===== config.mk =====
export PLATFORM = sky130hd
export DESIGN_NAME = dp_ram_arbiter_flat
export DESIGN_NICKNAME = d
export VERILOG_FILES = /design/src/rtl/dp_ram_arbiter_if.sv /design/src/rtl/dp_ram_arbiter.sv /design/src/flat_wrapper.sv
export SDC_FILE = /design/constraint.sdc
export NUM_CORES = 1
export LEC_CHECK = 0
export CAP_MARGIN = 10
export CORE_UTILIZATION = 32
export CTS_BUF_LIST = sky130_fd_sc_hd__clkbuf_2
export CTS_CLUSTER_DIAMETER = 50
export DETAILED_ROUTE_END_ITERATION = 10
export PLACE_DENSITY = 0.88
export SLEW_MARGIN = 20
export SYNTH_ARGS = -nofsm -noshare
export SYNTH_HDL_FRONTEND = slang
export SYNTH_SLANG_ARGS = --single-unit

===== constraint.sdc =====
create_clock -name clk -period 6.71 [get_ports clk]
set_input_delay 1.6775 -clock clk [delete_from_list [all_inputs] [get_ports clk]]
set_output_delay 1.6775 -clock clk [all_outputs]
set_load 0.05 [all_outputs]

===== src/rtl/dp_ram_arbiter_if.sv =====
// Requester, response and RAM-port bundle for dp_ram_arbiter.
// slave = arbiter side, master = requesters + RAM side.
interface dp_ram_arbiter_if #(
  parameter int NUM_REQ    = 4,
  parameter int DATA_WIDTH = 16,
  parameter int ADDR_WIDTH = 8
);
  localparam int ID_WIDTH = $clog2(NUM_REQ);

  logic [NUM_REQ-1:0]            req_valid;
  logic [NUM_REQ-1:0]            req_we;
  logic [NUM_REQ*ADDR_WIDTH-1:0] req_addr;
  logic [NUM_REQ*DATA_WIDTH-1:0] req_wdata;
  logic [NUM_REQ-1:0]            req_ready;

  logic                  rsp_valid_a, rsp_valid_b;
  logic [ID_WIDTH-1:0]   rsp_id_a,    rsp_id_b;
  logic [DATA_WIDTH-1:0] rsp_data_a,  rsp_data_b;

  logic [ADDR_WIDTH-1:0] ram_addr_a, ram_addr_b;
  logic [DATA_WIDTH-1:0] ram_data_a, ram_data_b;
  logic                  ram_we_a,   ram_we_b;
  logic [DATA_WIDTH-1:0] ram_q_a,    ram_q_b;

  modport slave (
    input  req_valid, req_we, req_addr, req_wdata, ram_q_a, ram_q_b,
    output req_ready,
    output rsp_valid_a, rsp_valid_b, rsp_id_a, rsp_id_b, rsp_data_a, rsp_data_b,
    output ram_addr_a, ram_addr_b, ram_data_a, ram_data_b, ram_we_a, ram_we_b
  );

  modport master (
    output req_valid, req_we, req_addr, req_wdata, ram_q_a, ram_q_b,
    input  req_ready,
    input  rsp_valid_a, rsp_valid_b, rsp_id_a, rsp_id_b, rsp_data_a, rsp_data_b,
    input  ram_addr_a, ram_addr_b, ram_data_a, ram_data_b, ram_we_a, ram_we_b
  );
endinterface


===== src/rtl/dp_ram_arbiter.sv =====
// Round-robin two-port arbiter in front of a dual-port synchronous RAM, with
// per-port read-ID tracking. Optional counters: define DP_ARB_STATS_EN.

// Read-return tracker for one RAM port: {valid, id} delayed RD_LATENCY cycles.
module dp_ram_rd_pipe #(
  parameter int RD_LATENCY = 2,
  parameter int ID_WIDTH   = 2
) (
  input  logic                clk,
  input  logic                rst,
  input  logic                in_vld,
  input  logic [ID_WIDTH-1:0] in_id,
  output logic                out_vld,
  output logic [ID_WIDTH-1:0] out_id
);
  logic [RD_LATENCY-1:0]               vld_pipe;
  logic [RD_LATENCY-1:0][ID_WIDTH-1:0] id_pipe;

  always_ff @(posedge clk) begin
    if (rst) begin
      vld_pipe <= '0;
      id_pipe  <= '0;
    end else begin
      vld_pipe[0] <= in_vld;
      id_pipe[0]  <= in_id;
      for (int i = 1; i < RD_LATENCY; i++) begin
        vld_pipe[i] <= vld_pipe[i-1];
        id_pipe[i]  <= id_pipe[i-1];
      end
    end
  end

  assign out_vld = vld_pipe[RD_LATENCY-1];
  assign out_id  = id_pipe[RD_LATENCY-1];
endmodule

module dp_ram_arbiter #(
  parameter int NUM_REQ    = 4,
  parameter int DATA_WIDTH = 16,
  parameter int ADDR_WIDTH = 8,
  parameter int RD_LATENCY = 2
) (
  input  logic clk,
  input  logic rst,
  dp_ram_arbiter_if.slave bus
`ifdef DP_ARB_STATS_EN
  ,
  output logic [31:0] stat_grants,
  output logic [15:0] stat_hazards
`endif
);
  localparam int ID_WIDTH = $clog2(NUM_REQ);

  logic [NUM_REQ-1:0][ADDR_WIDTH-1:0] addr_v;
  logic [NUM_REQ-1:0][DATA_WIDTH-1:0] wdata_v;
  logic [NUM_REQ-1:0]                 we_v;

  assign addr_v  = bus.req_addr;
  assign wdata_v = bus.req_wdata;
  assign we_v    = bus.req_we;

  logic [ID_WIDTH-1:0] ptr, ptr_nxt, a_id, b_id, scan_idx;
  logic                a_found, b_found, hazard, grant_a, grant_b;
  int                  scan_sum, nxt_sum;

  // First two valid requesters in rotation order starting at ptr.
  always_comb begin
    a_found  = 1'b0;
    b_found  = 1'b0;
    a_id     = '0;
    b_id     = '0;
    scan_sum = 0;
    scan_idx = '0;
    for (int k = 0; k < NUM_REQ; k++) begin
      scan_sum = int'(ptr) + k;
      if (scan_sum >= NUM_REQ) scan_sum = scan_sum - NUM_REQ;
      scan_idx = ID_WIDTH'(scan_sum);
      if (bus.req_valid[scan_idx]) begin
        if (!a_found) begin
          a_found = 1'b1;
          a_id    = scan_idx;
        end else if (!b_found) begin
          b_found = 1'b1;
          b_id    = scan_idx;
        end
      end
    end
  end

  // B is deferred (not replaced) when it collides with A and either side writes.
  assign hazard  = a_found && b_found && (addr_v[a_id] == addr_v[b_id]) &&
                   (we_v[a_id] || we_v[b_id]);
  assign grant_a = a_found && !rst;
  assign grant_b = b_found && !hazard && !rst;

  always_comb begin
    bus.req_ready = '0;
    if (grant_a) bus.req_ready[a_id] = 1'b1;
    if (grant_b) bus.req_ready[b_id] = 1'b1;
    bus.ram_addr_a = grant_a ? addr_v[a_id]  : '0;
    bus.ram_data_a = grant_a ? wdata_v[a_id] : '0;
    bus.ram_we_a   = grant_a && we_v[a_id];
    bus.ram_addr_b = grant_b ? addr_v[b_id]  : '0;
    bus.ram_data_b = grant_b ? wdata_v[b_id] : '0;
    bus.ram_we_b   = grant_b && we_v[b_id];
  end

  always_comb begin
    nxt_sum = grant_b ? int'(b_id) + 1 : int'(a_id) + 1;
    if (nxt_sum >= NUM_REQ) nxt_sum = 0;
    ptr_nxt = ID_WIDTH'(nxt_sum);
  end

  always_ff @(posedge clk) begin
    if (rst)          ptr <= '0;
    else if (grant_a) ptr <= ptr_nxt;
  end

  logic [1:0]               rd_issue, rsp_vld;
  logic [1:0][ID_WIDTH-1:0] rd_id, rsp_id;

  assign rd_issue[0] = grant_a && !we_v[a_id];
  assign rd_issue[1] = grant_b && !we_v[b_id];
  assign rd_id[0]    = a_id;
  assign rd_id[1]    = b_id;

  for (genvar p = 0; p < 2; p++) begin : g_port
    dp_ram_rd_pipe #(.RD_LATENCY(RD_LATENCY), .ID_WIDTH(ID_WIDTH)) u_pipe (
      .clk     (clk),
      .rst     (rst),
      .in_vld  (rd_issue[p]),
      .in_id   (rd_id[p]),
      .out_vld (rsp_vld[p]),
      .out_id  (rsp_id[p])
    );
  end

  assign bus.rsp_valid_a = rsp_vld[0];
  assign bus.rsp_id_a    = rsp_id[0];
  assign bus.rsp_data_a  = bus.ram_q_a;
  assign bus.rsp_valid_b = rsp_vld[1];
  assign bus.rsp_id_b    = rsp_id[1];
  assign bus.rsp_data_b  = bus.ram_q_b;

`ifdef DP_ARB_STATS_EN
  logic [1:0]  n_grants;
  logic [32:0] grants_sum;
  logic        hazard_evt;

  assign n_grants   = {1'b0, grant_a} + {1'b0, grant_b};
  assign grants_sum = {1'b0, stat_grants} + 33'(n_grants);
  assign hazard_evt = grant_a && hazard;

  always_ff @(posedge clk) begin
    if (rst) begin
      stat_grants  <= '0;
      stat_hazards <= '0;
    end else begin
      stat_grants <= grants_sum[32] ? '1 : grants_sum[31:0];
      if (hazard_evt && !(&stat_hazards)) stat_hazards <= stat_hazards + 16'd1;
    end
  end
`endif
endmodule


===== src/flat_wrapper.sv =====
// flat-port wrapper written by rule: the top's interface ports become plain ports
module dp_ram_arbiter_flat 
#(
  parameter int NUM_REQ    = 4,
  parameter int DATA_WIDTH = 16,
  parameter int ADDR_WIDTH = 8,
  parameter int RD_LATENCY = 2
)
  (clk, rst, bus_req_valid, bus_req_we, bus_req_addr, bus_req_wdata, bus_ram_q_a, bus_ram_q_b, bus_req_ready, bus_rsp_valid_a, bus_rsp_valid_b, bus_rsp_id_a, bus_rsp_id_b, bus_rsp_data_a, bus_rsp_data_b, bus_ram_addr_a, bus_ram_addr_b, bus_ram_data_a, bus_ram_data_b, bus_ram_we_a, bus_ram_we_b);
  dp_ram_arbiter_if #(.NUM_REQ(NUM_REQ), .DATA_WIDTH(DATA_WIDTH), .ADDR_WIDTH(ADDR_WIDTH)) bus_i ();
  input  logic clk;
  input  logic rst;
  input wire logic [$bits(bus_i.req_valid)-1:0] bus_req_valid;
  input wire logic [$bits(bus_i.req_we)-1:0] bus_req_we;
  input wire logic [$bits(bus_i.req_addr)-1:0] bus_req_addr;
  input wire logic [$bits(bus_i.req_wdata)-1:0] bus_req_wdata;
  input wire logic [$bits(bus_i.ram_q_a)-1:0] bus_ram_q_a;
  input wire logic [$bits(bus_i.ram_q_b)-1:0] bus_ram_q_b;
  output wire logic [$bits(bus_i.req_ready)-1:0] bus_req_ready;
  output wire logic [$bits(bus_i.rsp_valid_a)-1:0] bus_rsp_valid_a;
  output wire logic [$bits(bus_i.rsp_valid_b)-1:0] bus_rsp_valid_b;
  output wire logic [$bits(bus_i.rsp_id_a)-1:0] bus_rsp_id_a;
  output wire logic [$bits(bus_i.rsp_id_b)-1:0] bus_rsp_id_b;
  output wire logic [$bits(bus_i.rsp_data_a)-1:0] bus_rsp_data_a;
  output wire logic [$bits(bus_i.rsp_data_b)-1:0] bus_rsp_data_b;
  output wire logic [$bits(bus_i.ram_addr_a)-1:0] bus_ram_addr_a;
  output wire logic [$bits(bus_i.ram_addr_b)-1:0] bus_ram_addr_b;
  output wire logic [$bits(bus_i.ram_data_a)-1:0] bus_ram_data_a;
  output wire logic [$bits(bus_i.ram_data_b)-1:0] bus_ram_data_b;
  output wire logic [$bits(bus_i.ram_we_a)-1:0] bus_ram_we_a;
  output wire logic [$bits(bus_i.ram_we_b)-1:0] bus_ram_we_b;
  assign bus_i.req_valid = bus_req_valid;
  assign bus_i.req_we = bus_req_we;
  assign bus_i.req_addr = bus_req_addr;
  assign bus_i.req_wdata = bus_req_wdata;
  assign bus_i.ram_q_a = bus_ram_q_a;
  assign bus_i.ram_q_b = bus_ram_q_b;
  assign bus_req_ready = bus_i.req_ready;
  assign bus_rsp_valid_a = bus_i.rsp_valid_a;
  assign bus_rsp_valid_b = bus_i.rsp_valid_b;
  assign bus_rsp_id_a = bus_i.rsp_id_a;
  assign bus_rsp_id_b = bus_i.rsp_id_b;
  assign bus_rsp_data_a = bus_i.rsp_data_a;
  assign bus_rsp_data_b = bus_i.rsp_data_b;
  assign bus_ram_addr_a = bus_i.ram_addr_a;
  assign bus_ram_addr_b = bus_i.ram_addr_b;
  assign bus_ram_data_a = bus_i.ram_data_a;
  assign bus_ram_data_b = bus_i.ram_data_b;
  assign bus_ram_we_a = bus_i.ram_we_a;
  assign bus_ram_we_b = bus_i.ram_we_b;
  dp_ram_arbiter #(.NUM_REQ(NUM_REQ), .DATA_WIDTH(DATA_WIDTH), .ADDR_WIDTH(ADDR_WIDTH), .RD_LATENCY(RD_LATENCY)) u_core (.clk(clk), .rst(rst), .bus(bus_i));
endmodule

======== Word level (Yosys, flattened, before mapping) ========
Cells that the tools add are included.
Widths: inputs -> output; s select.
cells by class
  muxes and demuxes ....................... 61
  bitwise gates (word level) .............. 1
  order comparisons ....................... 13
  equal/unequal tests ..................... 1
  $add $sub $neg .......................... 9
  reduce and logical (&&, ||, !) cells .... 17
operator list
  kind                 count
  $bmux 16 s2          2
  $mux 16              4
  $mux 2               20
  $bmux 8 s2           2
  $ge 32x4->1 const B  1
  $mux 8               4
  $lt 2x3->1 const B   6
  $mux 1               18
  $bmux 1 s2           6
  $logic_and 1x1->1    12
  $add 2x1->3 const B  3
  $ge 3x3->1 const B   3
  $eq 8x8->1           1
  $mux 4               2
  $sub 2x1->2 const B  4
  $add 2x2->3 const B  2
  $demux 1 s2          2
  $ge 2x1->1 const B   2
  $logic_not 1->1      4
  $or 4x4->4           1
  $ge 2x3->1 const B   1
  $mux 3               1
  $logic_or 1x1->1     1
word-level totals
  word-level logic and storage cells ...... 109
  flip-flop bits (word level) ............. 14
  bits of input ports ..................... 138
  output and inout bits ................... 92

======== Depth between registers and ports, before layout ========
  depth after elaboration ................. 24
  mapped depth ............................ 16
  depth with buffers taken out ............ 13

======== By module ========
From an unflattened synthesis, not the netlist that was laid out.
unflattened totals
  cells, all modules ...................... 338
  area, all modules ....................... 3208.1 um2
by module, submodules not included
  module          instances  area each (um2)  cells each  seq. area each (um2)
  dp_ram_arbiter  1          2862.7           310         40.0
  dp_ram_rd_pipe  2          172.7            14          120.1

======== Least setup slack after synthesis ========
No wires, ideal clock.
  kind .................................... in2out
  start ................................... input bus_req_valid[0]
  end ..................................... output bus_req_ready[1]
  buffers on the path ..................... 4
  data required time ...................... 5.032 ns
  slack ................................... -1.016 ns
  cell stages on the path ................. 16
  data arrival time ....................... 6.048 ns
  cell sequence ........................... buf_6 -> clkbuf_1 -> nor2_1 -> a211o_1 -> o21ai_0 -> ha_1 -> mux2_1 -> o31a_1 -> a221oi_2 -> buf_2 -> mux4_2 -> xor2_1 -> nor2_1 -> a31o_1 -> buf_2 -> o32ai_1
on the way
  cells in the longest elaborated chain, start to end .. 20
  elaborated cells on any way between the ends .. 63
  classes of those cells .................. order compare: 4; eq/ne: 1; mux: 47; bitwise: 1; reduce/logical: 10
ends and longest elaborated chain
  what                                     RTL line              source
  start, declared                          flat_wrapper.sv:13    input wire logic [$bits(bus_i.req_valid)-1:0] bus_req_valid;
  $bmux 1 s2                               dp_ram_arbiter.sv:78  if (bus.req_valid[scan_idx]) begin
  $mux 1 (implied by the code)             dp_ram_arbiter.sv:78
  $mux 1                                   dp_ram_arbiter.sv:78
  $mux 2 / $mux 1 (equally long branches)  dp_ram_arbiter.sv:79  if (!a_found) begin
  $mux 2 / $mux 1 (equally long branches)  dp_ram_arbiter.sv:78
  $mux 2                                   dp_ram_arbiter.sv:82  end else if (!b_found) begin
  $mux 2                                   dp_ram_arbiter.sv:79
  $mux 2                                   dp_ram_arbiter.sv:78
  [... 2 more ...]                         -
  $mux 2                                   dp_ram_arbiter.sv:78
  $bmux 8 s2                               dp_ram_arbiter.sv:91  assign hazard = a_found && b_found && (addr_v[a_id] == addr_v[b_id]) &&
  $mux 8 (implied by the code)             dp_ram_arbiter.sv:91
  $eq 8x8->1                               dp_ram_arbiter.sv:91
  $logic_and 1x1->1 (2 in series)          dp_ram_arbiter.sv:91
  $logic_not 1->1                          dp_ram_arbiter.sv:94  assign grant_b = b_found && !hazard && !rst;
  $logic_and 1x1->1 (2 in series)          dp_ram_arbiter.sv:94
  $mux 4 (*)                               dp_ram_arbiter.sv:99  if (grant_b) bus.req_ready[b_id] = 1'b1;
  end, declared                            flat_wrapper.sv:19    output wire logic [$bits(bus_i.req_ready)-1:0] bus_req_ready;
Mark *: on every way between the ends. The rest lies on a longest branch, timed or not. The select of a mux whose other input is x is not followed.

======== Worst setup path in the final report ========
  start ................................... input bus_req_valid[0]
  end ..................................... output bus_ram_data_b[8]
on the way
  cells in the longest elaborated chain, start to end .. 20
  elaborated cells on any way between the ends .. 52
  classes of those cells .................. eq/ne: 1; mux: 44; reduce/logical: 7
ends and longest elaborated chain
  what                                     RTL line               source
  $bmux 1 s2                               dp_ram_arbiter.sv:78
  $mux 1 (implied by the code)             dp_ram_arbiter.sv:78
  $mux 1                                   dp_ram_arbiter.sv:78
  $mux 2 / $mux 1 (equally long branches)  dp_ram_arbiter.sv:79
  $mux 2 / $mux 1 (equally long branches)  dp_ram_arbiter.sv:78
  $mux 2                                   dp_ram_arbiter.sv:82
  $mux 2                                   dp_ram_arbiter.sv:79
  $mux 2                                   dp_ram_arbiter.sv:78
  [... 2 more ...]                         -
  $mux 2                                   dp_ram_arbiter.sv:78
  $bmux 8 s2                               dp_ram_arbiter.sv:91
  $mux 8 (implied by the code)             dp_ram_arbiter.sv:91
  $eq 8x8->1                               dp_ram_arbiter.sv:91
  $logic_and 1x1->1 (2 in series)          dp_ram_arbiter.sv:91
  $logic_not 1->1                          dp_ram_arbiter.sv:94
  $logic_and 1x1->1 (2 in series)          dp_ram_arbiter.sv:94
  $mux 16 (*)                              dp_ram_arbiter.sv:104  bus.ram_data_b = grant_b ? wdata_v[b_id] : '0;
  end, declared                            flat_wrapper.sv:29     output wire logic [$bits(bus_i.ram_data_b)-1:0] bus_ram_data_b;
Marked as above.

==> flow_metrics.tcl <==
set metrics [dict create \
    clock_sinks 14 \
    worst_ep_required_time_ns 5.03 \
    synth_flop_cell "dfxtp_1" \
    drv_cap 0 \
    stdcell_area_sq_mm 0.00524 \
    finalSetupTns_ns 0 \
    antenna_left 0 \
    cp_max_fo 5 \
    syn_area_sq_mm 0.00304 \
    synthArstFlopShare 0 \
    gp_congestion 0.861 \
    worstSetupEndpointType "output pin" \
    drt-initial-drc-count 164 \
    setup_viol 0 \
    antenna_found_initial 0 \
    cts_root_buffer "clkbuf_2" \
    utilization 0.568 \
    antenna_cells 0 \
    route.detailed.drc 0 \
    yosys-top-cells-area "mux4_2, mux2i_1, dfxtp_1, buf_4, a211oi_1" \
    clk_latency_ns 0.27 \
    criticalPathCategory "input pin to output pin" \
    relSlewSlack 0.475 \
    synth_warnings 0 \
    cts_tree "yes" \
    finalClockSkew_ns 0.0146 \
    avgViaCountPerCell 5.38 \
    rsz0062_at_grt "true" \
    slew_violations 0 \
    vias 3328 \
    syn_inst 343 \
    drt_first_pass_iters 4 \
    portBuffers 165 \
    dp_hpwl_um 8720 \
    dpl_cell_area_sq_mm 0.00493 \
    worstPathArrival_ns 5.00 \
    setup_ws_ns 0.0359 \
    grt_use_total 0.211 \
    crit_path_frequent_cell "buf_6" \
    dp_slack_ns -0.644 \
    drive_gt1_frac 0.384 \
    grt_pass1_vias 3381 \
    ys_ff_latch 14 \
    max_freq_ghz 0.150 \
    synth_seq_area_share 0.0922 \
    slowest_delay_ns 0.33 \
    area_delta_synth_final_pct 72.5 \
    synth_edf_count 0 \
    finalHoldViolations 0 \
    cts_max_level 1 \
    synth_top_area_share 0.222 \
    clock_path_buffers 2 \
    initial_utilization 0.329 \
    tightest_slew_ns 0.787 \
    nNetsFinal 631 \
    finalCritPeriodShare 0.995 \
    crit_slowest_cell "mux4_2" \
    postCtsHoldBufs 0 \
    cts_made_buffers 3 \
    fp.coreArea_sq_mm 0.00924 \
    cts.clk_slew.worst_paths_ns 0.12 \
    run_status "completed" \
    rows 35 \
    syn_nets 483 \
    die_w_um 99.5 \
    io_pins 230 \
    avgSynthCellArea_sq_um 8.86 \
    avgRoutedWirePerCell_um 17.7 \
    wl_um 10900 \
    p_leak_nw 2.03 \
    peakVddDrop_mv 0.228 \
    min-delay-path-class "flop to flop" \
    synth_area_leader_cell "mux4_2" \
    cp_cell_sequence "buf_8 > nor2_4 > a211o_1 > o21ai_2 > ha_1 > mux2_4 > o31a_1 > a221oi_4 > buf_6 > mux4_2 > xor2_2 > nor4_4 > a31o_4 > buf_12 > buf_16 > a211oi_4 > buf_6" \
    overflow 0 \
    dieArea_sq_mm 0.00990 \
    dieHeight_um 99.5 \
    setup.worst_path.start_class "input pin" \
    p_per_area_mw_per_mm2 417 \
    ys_types 50 \
    finalCriticalPeriod_ns 6.67 \
    grt_pass1_wl_um 16800 \
    grt_max_degree 53 \
]
## worst max-delay path: cells and delay by family
kind	cells	cell delay (ns)
AOI/OAI and AO/OA	6	1.24
xor gates and xnor gates	1	0.18
adders and majority gates	1	0.26
buffers and inverters	5	0.68
muxes	2	0.60
and+or+nand+nor	2	0.36
## through the flow
stage | instances | power [W] | hold WS [ns]
global placement | 607 | 0.00198 | 0.422
finish | 619 | 0.00219 | 0.453
global route | 619 | 0.00230 | 0.474
detailed placement | 607 | 0.00201 | 0.420
CTS | 616 | 0.00211 | 0.460
floorplan | 343 | 0.00154 | 0.414
## layer usage
layer | share of wire | GRT usage
met4 | 0.024 | 0.0543
met2 | 0.53 | 0.387
met1 | 0.39 | 0.254
met5 | 0 | 0
met3 | 0.058 | 0.0351
## final cells by class
cell class	count	area, sq um
Clock buffer	3	15.0
Clock inverter	1	3.75
Fill cell	777	4000
Inverter	9	33.8
Multi-Input combinational cell	252	2700
Sequential cell	14	280
Tap cell	129	161
Timing Repair Buffer	211	2050
## timing repair
action | 4_1_cts | 5_1_grt
buffers inserted | 4 | 4
resized for setup | 40 | 35
endpoints found under the setup margin | 29 | 29
cloned | 1 | 0
pin swaps | 11 | 12
## path summary, 6_finish.rpt
kind	slack [ns]	to	from	cells past startpoint
setup / recovery	0.04	bus_ram_data_b[8]	bus_req_valid[0]	17
hold reg to reg	0.45	u_core.g_port[0].u_pipe.out_id[0]$_SDFF_PP0_	u_core.g_port[0].u_pipe.id_pipe[0]$_SDFF_PP0_	1
hold / removal	0.45	u_core.g_port[0].u_pipe.out_id[0]$_SDFF_PP0_	u_core.g_port[0].u_pipe.id_pipe[0]$_SDFF_PP0_	1
setup reg to reg	2.25	u_core.ptr[0]$_SDFFE_PP0P_	u_core.ptr[1]$_SDFFE_PP0P_	14
## cells in the final DEF (no fill, tap or decap), drive strengths merged, types with 2 or more instances in the layout
| cell | instances |
|---|---|
| xor2 | 10 |
| clkbuf | 3 |
| mux4 | 30 |
| ha | 2 |
| o32ai | 3 |
| buf | 104 |
| a21oi | 11 |
| nor2b | 23 |
| and2 | 35 |
| a21o | 2 |
| and3 | 2 |
| a2111oi | 4 |
| a211o | 2 |
| o31ai | 2 |
| nor3 | 3 |
| nor2 | 17 |
| nand2 | 8 |
| inv | 9 |
| dfxtp | 14 |
| nor3b | 3 |
| a211oi | 33 |
| nand2b | 4 |
| o21ai | 5 |
| mux2i | 32 |
| clkdlybuf4s50 | 107 |
## where the power goes
part | total, W | switching [W] | internal [W] | leakage (nW)
clock network | 0.0000382 | 0.0000253 | 0.0000130 | 0.0140
registers | 0.000128 | 0.0000234 | 0.000105 | 0.115
logic | 0.00202 | 0.00115 | 0.000873 | 1.90
total | 0.00219 | 0.00119 | 0.000991 | 2.03
## cell usage after synthesis (all sizes together), types with 5 or more instances
library cell / instances
buf: 55
dfxtp: 14
mux4: 30
nor2b: 23
xor2: 10
nor2: 17
mux2i: 32
inv: 9
clkbuf: 13
a21oi: 11
o21ai: 5
a211oi: 33
nand2: 8
and2: 35
## cell families (layout without fill, tap and decap cells)
family / count (synthesis) / in the layout / synth area share
AO/OA/AOI/OAI: 73 / 73 / 0.188
XOR/XNOR: 11 / 11 / 0.0317
adder cells (fa/ha/maj): 3 / 3 / 0.0119
buffers and inverters: 77 / 224 / 0.151
flip-flops: 14 / 14 / 0.0922
multiplexers: 63 / 63 / 0.331
AND/OR/NAND/NOR: 102 / 102 / 0.194
## registers in the layout, indices dropped and copies added, names as in the netlist
signal and count:
u_core.g_port.u_pipe.out_id 4, u_core.g_port.u_pipe.vld_pipe 4, u_core.g_port.u_pipe.id_pipe 4, u_core.ptr 2
Power figures use the tool's default switching activity.
